$ cat src/rtl/ir_assembler_if.sv
// Fetch-side bundle for the instruction-register assembler: byte stream in,
// assembled instruction and status out.
interface ir_assembler_if #(
    parameter int DATA_W    = 8,
    parameter int NUM_BYTES = 2,
    parameter int OPC_W     = 3
);
    localparam int W = DATA_W * NUM_BYTES;

    logic [DATA_W-1:0] data;
    logic              ena;
    logic              clr;
    logic [W-1:0]      opc_iraddr;
    logic [OPC_W-1:0]  opcode;
    logic [W-OPC_W-1:0] iraddr;
    logic              ir_valid;
    logic              ir_done;
    logic [2:0]        byte_cnt;

    modport master (
        output data, ena, clr,
        input  opc_iraddr, opcode, iraddr, ir_valid, ir_done, byte_cnt
    );

    modport slave (
        input  data, ena, clr,
        output opc_iraddr, opcode, iraddr, ir_valid, ir_done, byte_cnt
    );
endinterface

$ cat src/rtl/ir_assembler.sv
// Assembles NUM_BYTES consecutive MSB-first fetches into one instruction
// register and splits it into opcode / address fields.
module ir_assembler #(
    parameter int DATA_W    = 8,
    parameter int NUM_BYTES = 2,
    parameter int OPC_W     = 3
) (
    input logic         clk,
    input logic         rst,
    ir_assembler_if.slave bus
);
    localparam int          W    = DATA_W * NUM_BYTES;
    localparam logic [2:0]  LAST = 3'(NUM_BYTES - 1);

    logic [W-1:0] ir_q,    ir_d;
    logic [2:0]   cnt_q,   cnt_d;
    logic         valid_q, valid_d;
    logic         done_q,  done_d;

    // Next-state: clr aborts, ena captures into the current slot, idle restarts at slot 0
    always_comb begin
        ir_d    = ir_q;
        cnt_d   = cnt_q;
        valid_d = valid_q;
        done_d  = 1'b0;
        if (bus.clr) begin
            ir_d    = '0;
            cnt_d   = 3'd0;
            valid_d = 1'b0;
        end else if (bus.ena) begin
            for (int k = 0; k < NUM_BYTES; k++) begin
                if (cnt_q == 3'(k)) begin
                    ir_d[W-1-k*DATA_W -: DATA_W] = bus.data;
                end else begin
                    ir_d[W-1-k*DATA_W -: DATA_W] = ir_q[W-1-k*DATA_W -: DATA_W];
                end
            end
            // The final-slot test comes first so that a one-slot instruction never clears valid
            if (cnt_q == LAST) begin
                cnt_d   = 3'd0;
                valid_d = 1'b1;
                done_d  = 1'b1;
            end else if (cnt_q == 3'd0) begin
                cnt_d   = cnt_q + 3'd1;
                valid_d = 1'b0;
            end else begin
                cnt_d   = cnt_q + 3'd1;
                valid_d = valid_q;
            end
        end else begin
            cnt_d = 3'd0;
        end
    end

    // State registers with asynchronous reset
    always_ff @(posedge clk or posedge rst) begin
        if (rst) begin
            ir_q    <= '0;
            cnt_q   <= 3'd0;
            valid_q <= 1'b0;
            done_q  <= 1'b0;
        end else begin
            ir_q    <= ir_d;
            cnt_q   <= cnt_d;
            valid_q <= valid_d;
            done_q  <= done_d;
        end
    end

    assign bus.opc_iraddr = ir_q;
    assign bus.opcode     = ir_q[W-1 -: OPC_W];
    assign bus.iraddr     = ir_q[W-OPC_W-1:0];
    assign bus.ir_valid   = valid_q;
    assign bus.ir_done    = done_q;
    assign bus.byte_cnt   = cnt_q;
endmodule

$ cat src/flat_wrapper.sv
// flat-port wrapper written by rule: the top's interface ports become plain ports
module ir_assembler_flat 
#(
    parameter int DATA_W    = 8,
    parameter int NUM_BYTES = 2,
    parameter int OPC_W     = 3
)
  (clk, rst, bus_data, bus_ena, bus_clr, bus_opc_iraddr, bus_opcode, bus_iraddr, bus_ir_valid, bus_ir_done, bus_byte_cnt);
  ir_assembler_if #(.DATA_W(DATA_W), .NUM_BYTES(NUM_BYTES), .OPC_W(OPC_W)) bus_i ();
  input logic clk;
  input logic rst;
  input wire logic [$bits(bus_i.data)-1:0] bus_data;
  input wire logic [$bits(bus_i.ena)-1:0] bus_ena;
  input wire logic [$bits(bus_i.clr)-1:0] bus_clr;
  output wire logic [$bits(bus_i.opc_iraddr)-1:0] bus_opc_iraddr;
  output wire logic [$bits(bus_i.opcode)-1:0] bus_opcode;
  output wire logic [$bits(bus_i.iraddr)-1:0] bus_iraddr;
  output wire logic [$bits(bus_i.ir_valid)-1:0] bus_ir_valid;
  output wire logic [$bits(bus_i.ir_done)-1:0] bus_ir_done;
  output wire logic [$bits(bus_i.byte_cnt)-1:0] bus_byte_cnt;
  assign bus_i.data = bus_data;
  assign bus_i.ena = bus_ena;
  assign bus_i.clr = bus_clr;
  assign bus_opc_iraddr = bus_i.opc_iraddr;
  assign bus_opcode = bus_i.opcode;
  assign bus_iraddr = bus_i.iraddr;
  assign bus_ir_valid = bus_i.ir_valid;
  assign bus_ir_done = bus_i.ir_done;
  assign bus_byte_cnt = bus_i.byte_cnt;
  ir_assembler #(.DATA_W(DATA_W), .NUM_BYTES(NUM_BYTES), .OPC_W(OPC_W)) u_core (.clk(clk), .rst(rst), .bus(bus_i));
endmodule
$ cat config.mk
export PLATFORM = sky130hd
export DESIGN_NAME = ir_assembler_flat
export DESIGN_NICKNAME = d
export VERILOG_FILES = /design/src/rtl/ir_assembler_if.sv /design/src/rtl/ir_assembler.sv /design/src/flat_wrapper.sv
export SDC_FILE = /design/constraint.sdc
export NUM_CORES = 1
export LEC_CHECK = 0
export ABC_AREA = 1
export BUFFER_PORTS_ARGS = -buffer_cell sky130_fd_sc_hd__buf_2
export CAP_MARGIN = 20
export CELL_PAD_IN_SITES_DETAIL_PLACEMENT = 1
export CELL_PAD_IN_SITES_GLOBAL_PLACEMENT = 1
export CORE_MARGIN = 2
export CORE_UTILIZATION = 29
export CTS_CLUSTER_SIZE = 20
export DETAILED_ROUTE_END_ITERATION = 8
export PLACE_DENSITY_LB_ADDON = 0.1
export SLEW_MARGIN = 20
export SYNTH_ARGS = -nofsm -noshare
export SYNTH_HDL_FRONTEND = slang
export SYNTH_SLANG_ARGS = --single-unit
$ cat constraint.sdc
create_clock -name clk -period 0.9 [get_ports clk]
set_input_delay 0.18 -clock clk [delete_from_list [all_inputs] [get_ports clk]]
set_output_delay 0.18 -clock clk [all_outputs]
set_load 0.005 [all_outputs]
======== Yosys cells after proc, flatten, opt, wreduce, memory -nomap -nowiden ========
Index checks and enable logic that the tools add are counted.
storage, ports and cells
  register bits after elaboration ......... 21
operators by class
  equal/unequal tests ..................... 1
  reductions and logical operators ........ 8
  add/sub/neg operators ................... 1
  muxes and demuxes ....................... 14
operator list
  kind                                            count
  two-way mux 16 bit                              2
  two-way mux 8 bit                               2
  two-way mux 3 bit                               3
  two-way mux 1 bit                               7
  AND reduction 2 bit                             3
  nonzero test 2 bit                              3
  adder 3 x 1 -> 3 bit (second input constant)    1
  == test 3 x 1 -> 1 bit (second input constant)  1
  zero test 3 bit                                 1
  nonzero test 3 bit                              1

======== Longest topological paths before layout ========
Gate-level depths: netlist of run 1.
  depth after elaboration ................. 5
  gate-level depth with buffers ........... 6
  depth with buffers taken out ............ 5

======== Worst setup path after synthesis of run 1 ========
Ideal clock, no wire load.
  path type ............................... reg2reg
  start point ............................. register u_core.cnt_q[2] (netlist: u_core.bus.byte_cnt[2])
  end point ............................... register u_core.ir_q[10] (netlist: u_core.bus.opc_iraddr[10])
  path slack .............................. -0.094 ns
  clock period less this slack ............ 0.994 ns
  stages on the path, launching flop included .. 6
  path buffers ............................ 0
  arrival time ............................ 0.928 ns
  cells stage by stage .................... dfrtp_1 inv_1 nand2_2 nor2_2 nand3_1 nand2_1
between the ends
  cells in the longest elaborated chain, start to end .. 3
RTL lines
  item                                  line                text
  from (decl)                           ir_assembler.sv:16  logic [2:0] cnt_q, cnt_d;
  from (signal assigned)                ir_assembler.sv:64  cnt_q <= cnt_d;
  zero test 3 bit                       ir_assembler.sv:32  if (cnt_q == 3'(k)) begin
  nonzero test 2 bit (no source line)   -
  AND reduction 2 bit (no source line)  -
  to (signal assigned)                  ir_assembler.sv:63  ir_q <= ir_d;
  to (decl)                             ir_assembler.sv:15  logic [W-1:0] ir_q, ir_d;
No other way between the ends.
A chain may end at the register's enable or synchronous reset.

======== Worst setup path in the final report of run 1 ========
  start point ............................. register u_core.cnt_q[1] (netlist: u_core.bus.byte_cnt[1])
  end point ............................... register u_core.ir_q[10] (netlist: u_core.bus.opc_iraddr[10])
Same word-level chain as after synthesis.

==> results of run 1 <==
==> area by class of cell <==
| cell class | instances | share of cell area [%] |
|---|---|---|
| multi-input cells | 67 | 28.5 |
| inverters | 6 | 1.67 |
| flip-flops and latches | 21 | 32.0 |
| repair buffers | 79 | 32.8 |
| well taps | 46 | 3.49 |
| clock buffers | 4 | 1.59 |
==> metal layers <==
layer / wire (µm) / vias to the layer above
met4: 33 / 0
met5: 0 / -
met1: 1350 / 499
li1: - / 482
met2: 1550 / 29
met3: 128 / 4
==> sequential cells by signal, summed over array words and instances (netlist names) <==
| signal | count |
|---|---|
| u_core.bus.opc_iraddr | 16 |
| u_core.bus.byte_cnt | 3 |
| u_core.bus.ir_done | 1 |
| u_core.bus.ir_valid | 1 |
==> stage by stage <==
stage          util, %  instances  setup slack, ps  hold WS, ps  total power, W
6_report          49.0        223             -298         47.9         0.00188
3_3_place_gp      37.9        195             -149          231         0.00130
5_1_grt           49.0        223             -355         37.4         0.00197
4_1_cts           45.9        217             -293         39.1         0.00186
2_1_floorplan        -        111            -89.4          156         0.00119
3_5_place_dp      37.9        195             -182          238         0.00130
==> path summary, 6_finish.rpt <==
| path | end | slack (ps) | cells past startpoint |
|---|---|---|---|
| worst max-delay path | u_core.bus.opc_iraddr[10] | -300 | 5 |
| worst min-delay path | u_core.bus.ir_done | 50 | 2 |
| worst max register to register | u_core.bus.opc_iraddr[10] | -300 | 5 |
| worst min register to register | u_core.bus.opc_iraddr[3] | 550 | 2 |
| max in group asynchronous | u_core.bus.byte_cnt[0] | 230 | 4 |
| min in group asynchronous | u_core.bus.opc_iraddr[1] | 420 | 4 |
==> timing repair <==
item / 4_1_cts / 5_1_grt
setup buffers: 16 / 7
hold buffers: 1 / 0
gates cloned: 1 / 0
resized for setup: 21 / 12
setup endpoints to repair: 57 / 57
hold endpoints to repair: 21 / 0
pin swaps: 7 / 4
==> power by group through the flow <==
stage	clock [W]	sequential, W	combinational [W]
2_1_floorplan	0	0.00103	0.000161
3_3_place_gp	0	0.00103	0.000266
3_5_place_dp	0	0.00103	0.000270
4_1_cts	0.000502	0.00101	0.000346
5_1_grt	0.000542	0.00101	0.000416
6_report	0.000493	0.00101	0.000379
==> placed cells by master (no fill, tap or decap), types with 2 or more instances in the layout <==
master / count
nand2_1: 18
nor2_4: 3
buf_4: 20
inv_4: 2
inv_1: 2
inv_2: 2
nand3_2: 17
nor2_1: 3
nand3_4: 3
nand2_2: 2
clkbuf_4: 3
nand3_1: 16
nand2_4: 2
dfrtp_1: 20
buf_2: 45
buf_6: 12
==> critical path, stage by stage, from the launching register on <==
cell and delay, ps:
dfrtp_1 430, buf_6 140, nor2_4 200, nand3_4 170
nand3_1 110, nand2_1 60
==> cell families after synthesis <==
logic type,count (synthesis)
buf+inv,24
simple gates,64
flops,21
compound gates,1
xor+xnor,1
==> results.cfg, run 1 <==
[power]
p_comb_share_pct = 20.1
clkPwrFrac_pct = 26.2
p_int_w = 0.00134
power_switching_w = 0.000542
leakage_nw = 0.943
ir_worst_vdd_mv = 0.503
power_density_nw_per_um2 = 1140
p_sw_share_pct = 28.8
p_seq_share_pct = 53.6

[route]
drt.antenna.violating_nets = 0
drt_iter0_markers = 17
drt_first_pass_iters = 4
wl_um = 3060
drc = 0
vias_per_cell = 4.55
vias = 1014
avgRoutedWirePerCell_um = 13.7

[floorplan]
die_width_um = 63.4
start_util_pct = 30.4
core_um2 = 3360
rows = 21
die_y_um = 63.4
pin_count = 49
die_area_um2 = 4020

[sta]
fmax_mhz = 835
finalSetupViolCount = 57
rsz0062_at_grt = true
setup_slack_ps = -298
hold_viol_final = 0
post-route-period-util_pct = 133
clock_skew_ps = 2.16
period_minus_slack_ps = 1200
tns_ps = -10580
slew_headroom_pct = 81.2
tightestPinTransition_ps = 282
maxSlewViolCount = 0

[critical_path]
worst_ep_arrival_time_ps = 1420
r2r-start = u_core.bus.byte_cnt[1]
critPathLaunchType = flop
critPathMaxFanout = 8
startpoint = u_core.bus.byte_cnt[1]
worstSetupPathType = flop to flop
cp-end-kind = flop
crit_required_ps = 1120

[synth]
synth.mux.area_fraction_pct = 0
avgSynthCellArea_um2 = 9.21
synth_flop_cell = dfrtp_1
ys_warn_count = 0
synth_edf_count = 0
async_reset_ff_share_pct = 100
yosysMostFrequentCell = nand3_1
synth_seq_cells = 21
synth-compound-area-share_pct = 0.490
yosys.area_share.simple_pct = 31.1
synth_xor_xnor_area_share_pct = 0.857
ys_seq_area_share_pct = 51.4
synth_area_leaders = dfrtp_1, nand3_1, buf_4
synthAdderAreaFrac_pct = 0
netlist_area_um2 = 1020
synth.largest_area_cell = dfrtp_1
yosys.cell_types.count = 17
synth_nets = 123
synth_top_area_share_pct = 51.4
synthCells = 111
synth_common_cells = nand3_1, dfrtp_1, nand2_1
synth_top_family_by_area = simple AND/OR/NAND/NOR gates

[global_route]
grt.busiest_layer = met2
met1_usage_pct = 19.9
grt_pass1_vias = 1045
track_usage_pct = 15.3
grt_use_met3_pct = 2.32
antenna_found_initial = 0
grt_util_met2_pct = 26.6
grt_start_max_net_pins = 22
grt_pass1_wl_um = 4890
grt_overflow = 0

[status]
outcome = finished, violations left
violations = negative setup slack

[clock_tree]
clkTransAtPathRegs_ps = 130
cts_tree = yes
root_buffer = clkbuf_4
clock_path_buffers = 2
numCtsBuffers = 3
cts.sinks = 21
clk_latency_ps = 310
ctsHtreeMaxLevel = 1

[layout]
n_antenna_cell = 0
drive_gt1_share_pct = 63.8
multi_input_area_um2 = 469
final-seq-area_um2 = 527
area_delta_synth_final_pct = 61.2
final_area_um2 = 1650
n_fill_cell = 418
fin_nets = 190

[placed_design]
hpwl_um = 2060
numPortBuffers = 48
gp_congestion = 0.732
place_area_um2 = 1270

[worst_hold_path]
worstHoldStart = bus_clr
hold_class = primary input to flop

[run]
maxCapViolCount = 0
No activity file was read; power rests on OpenSTA's default activity.
==> inputs of run 2 (changes only) <==
BUFFER_PORTS_ARGS = -buffer_cell sky130_fd_sc_hd__clkbuf_2   (was -buffer_cell sky130_fd_sc_hd__buf_2)
CORE_UTILIZATION = 34   (was 29)
clock period = 1.4 ns   (was 0.9 ns; I/O delays follow)
==> run 2 against run 1 <==
  * The run ends with design-rule violations left
  * Sequential share of layout area is 11 points higher
  * Critical path depth stayed put
  * Cell count fell by 20%
  * Clock skew hardly changed
  * Largest power group unchanged
==> results.cfg, run 2 (synthesis gave the netlist of run 1 again) <==
[sta]
clock_skew_ps = 2.62
setup_slack_ps = 162
period_minus_slack_ps = 1240
finalSetupViolCount = 0
tns_ps = 0
rsz0062_at_grt = false
tightestPinTransition_ps = 347
hold_viol_final = 0
maxSlewViolCount = 0
fmax_mhz = 808
slew_headroom_pct = 76.8
post-route-period-util_pct = 88.4

[layout]
layout_commonest_cell = clkbuf_2
final_area_um2 = 1210
n_antenna_cell = 0
drive_gt1_share_pct = 43.2
layoutNonFillerInstCount = 179
fin_nets = 161
layout_common_cells = clkbuf_2, nand3_1, dfrtp_1, nand2_1
area_delta_synth_final_pct = 18.6
largest_reg_flops = 16

[clock_tree]
clkTransAtPathRegs_ps = 110
ctsHtreeMaxLevel = 1
postCtsSetupRepairBufs = 0
root_buffer = clkbuf_4
cts.sinks = 21
clk_latency_ps = 300
clock_path_buffers = 2
cts_resized = 0
cts_tree = yes
numCtsBuffers = 3

[placed_design]
gp_congestion = 0.786
numPortBuffers = 48
dp_cells = 174
place_area_um2 = 1180
place_ws_ps = 181
hpwl_um = 1890

[global_route]
antenna_found_initial = 0
grt_pass1_wl_um = 4100
grt_overflow = 0
grt_start_max_net_pins = 22
track_usage_pct = 15.8
grt_pass1_vias = 901

[floorplan]
die_area_um2 = 3460
start_util_pct = 36.4
die_width_um = 58.8
pin_count = 49
rows = 19
die_y_um = 58.8
core_um2 = 2810

[route]
wl_um = 2500
avgRoutedWirePerCell_um = 14.0
drt_iter0_markers = 31
drt.antenna.violating_nets = 0
vias_per_cell = 4.87
drt_first_pass_iters = 6
vias = 871
drc = 2

[critical_path]
crit_required_ps = 1640
cp-end-kind = flop
ff2ff_path_depth = 5
critPathLaunchType = flop
critPathMaxFanout = 8
worst_ep_arrival_time_ps = 1480
worstSetupPathType = flop to flop

[worst_hold_path]
min_path_cells = 2
hold_class = primary input to flop

[power]
power_density_nw_per_um2 = 907
leakage_nw = 0.729
ir_worst_vdd_mv = 0.410
power_w = 0.00110

[run]
maxCapViolCount = 0

[status]
outcome = finished, violations left
violations = design-rule violations
-- run 2: cell count changes in the layout (fill, tap and decap cells not counted), moves of 2 or more --
cell / before / now
buf_2: 45 / 0
buf_4: 20 / 2
buf_6: 12 / 0
clkbuf_2: 0 / 48
nand2_1: 18 / 20
nand2_4: 2 / 0
nand3_1: 16 / 33
nand3_2: 17 / 2
nand3_4: 3 / 0
-- run 2: stage by stage --
| step | hold WS [ps] | utilization (%) |
|---|---|---|
| after floorplan | 257 | - |
| after global placement | 311 | 41.9 |
| after detailed placement | 317 | 41.9 |
| after CTS | 152 | 43.2 |
| after global routing | 153 | 43.2 |
| final | 167 | 43.2 |
-- run 2: what timing repair did --
item,4_1_cts,5_1_grt
hold endpoints to repair,21,0
hold buffers,1,0
setup endpoints to repair,0,0
-- run 2: area by class of cell --
cell class                 count  area [µm²]
tap                           31        38.8
multi-input combinational     66         332
inverter                       6        25.0
fill                         349        1590
sequential                    21         526
clock buffer                   4        26.3
timing repair buffer          51         265
-- run 2: final timing paths --
kind,start,to,slack [ps]
worst min-delay path,bus_clr,u_core.bus.ir_done,170
max in group asynchronous,rst,u_core.bus.opc_iraddr[1],640
worst min register to register,u_core.bus.opc_iraddr[10],u_core.bus.opc_iraddr[10],540
min in group asynchronous,rst,u_core.bus.opc_iraddr[9],550
worst max register to register,u_core.bus.byte_cnt[2],u_core.bus.opc_iraddr[13],160
worst max-delay path,u_core.bus.byte_cnt[2],u_core.bus.opc_iraddr[13],160
-- run 2: per-layer routing --
layer / up-vias / wire (µm) / GRT usage [%]
met5: - / 0 / 0
met3: 2 / 134 / 2.20
met1: 419 / 1120 / 21.1
met2: 27 / 1230 / 26.5
met4: 0 / 19 / 4.87
li1: 423 / - / -
-- run 2: worst max-delay path: stages, from the launching register on --
cell and delay (ps):
dfrtp_1 460, inv_1 100, nand2_2 70, nor2_2 290, nand3_1 170, nand2_1 90
-- run 2: power by group --
group          internal [W]  leakage [nW]  total, W  switching (W)
clock              0.000111        0.0150  0.000291       0.000180
sequential         0.000630         0.286  0.000650      0.0000197
combinational     0.0000651         0.427  0.000159      0.0000937
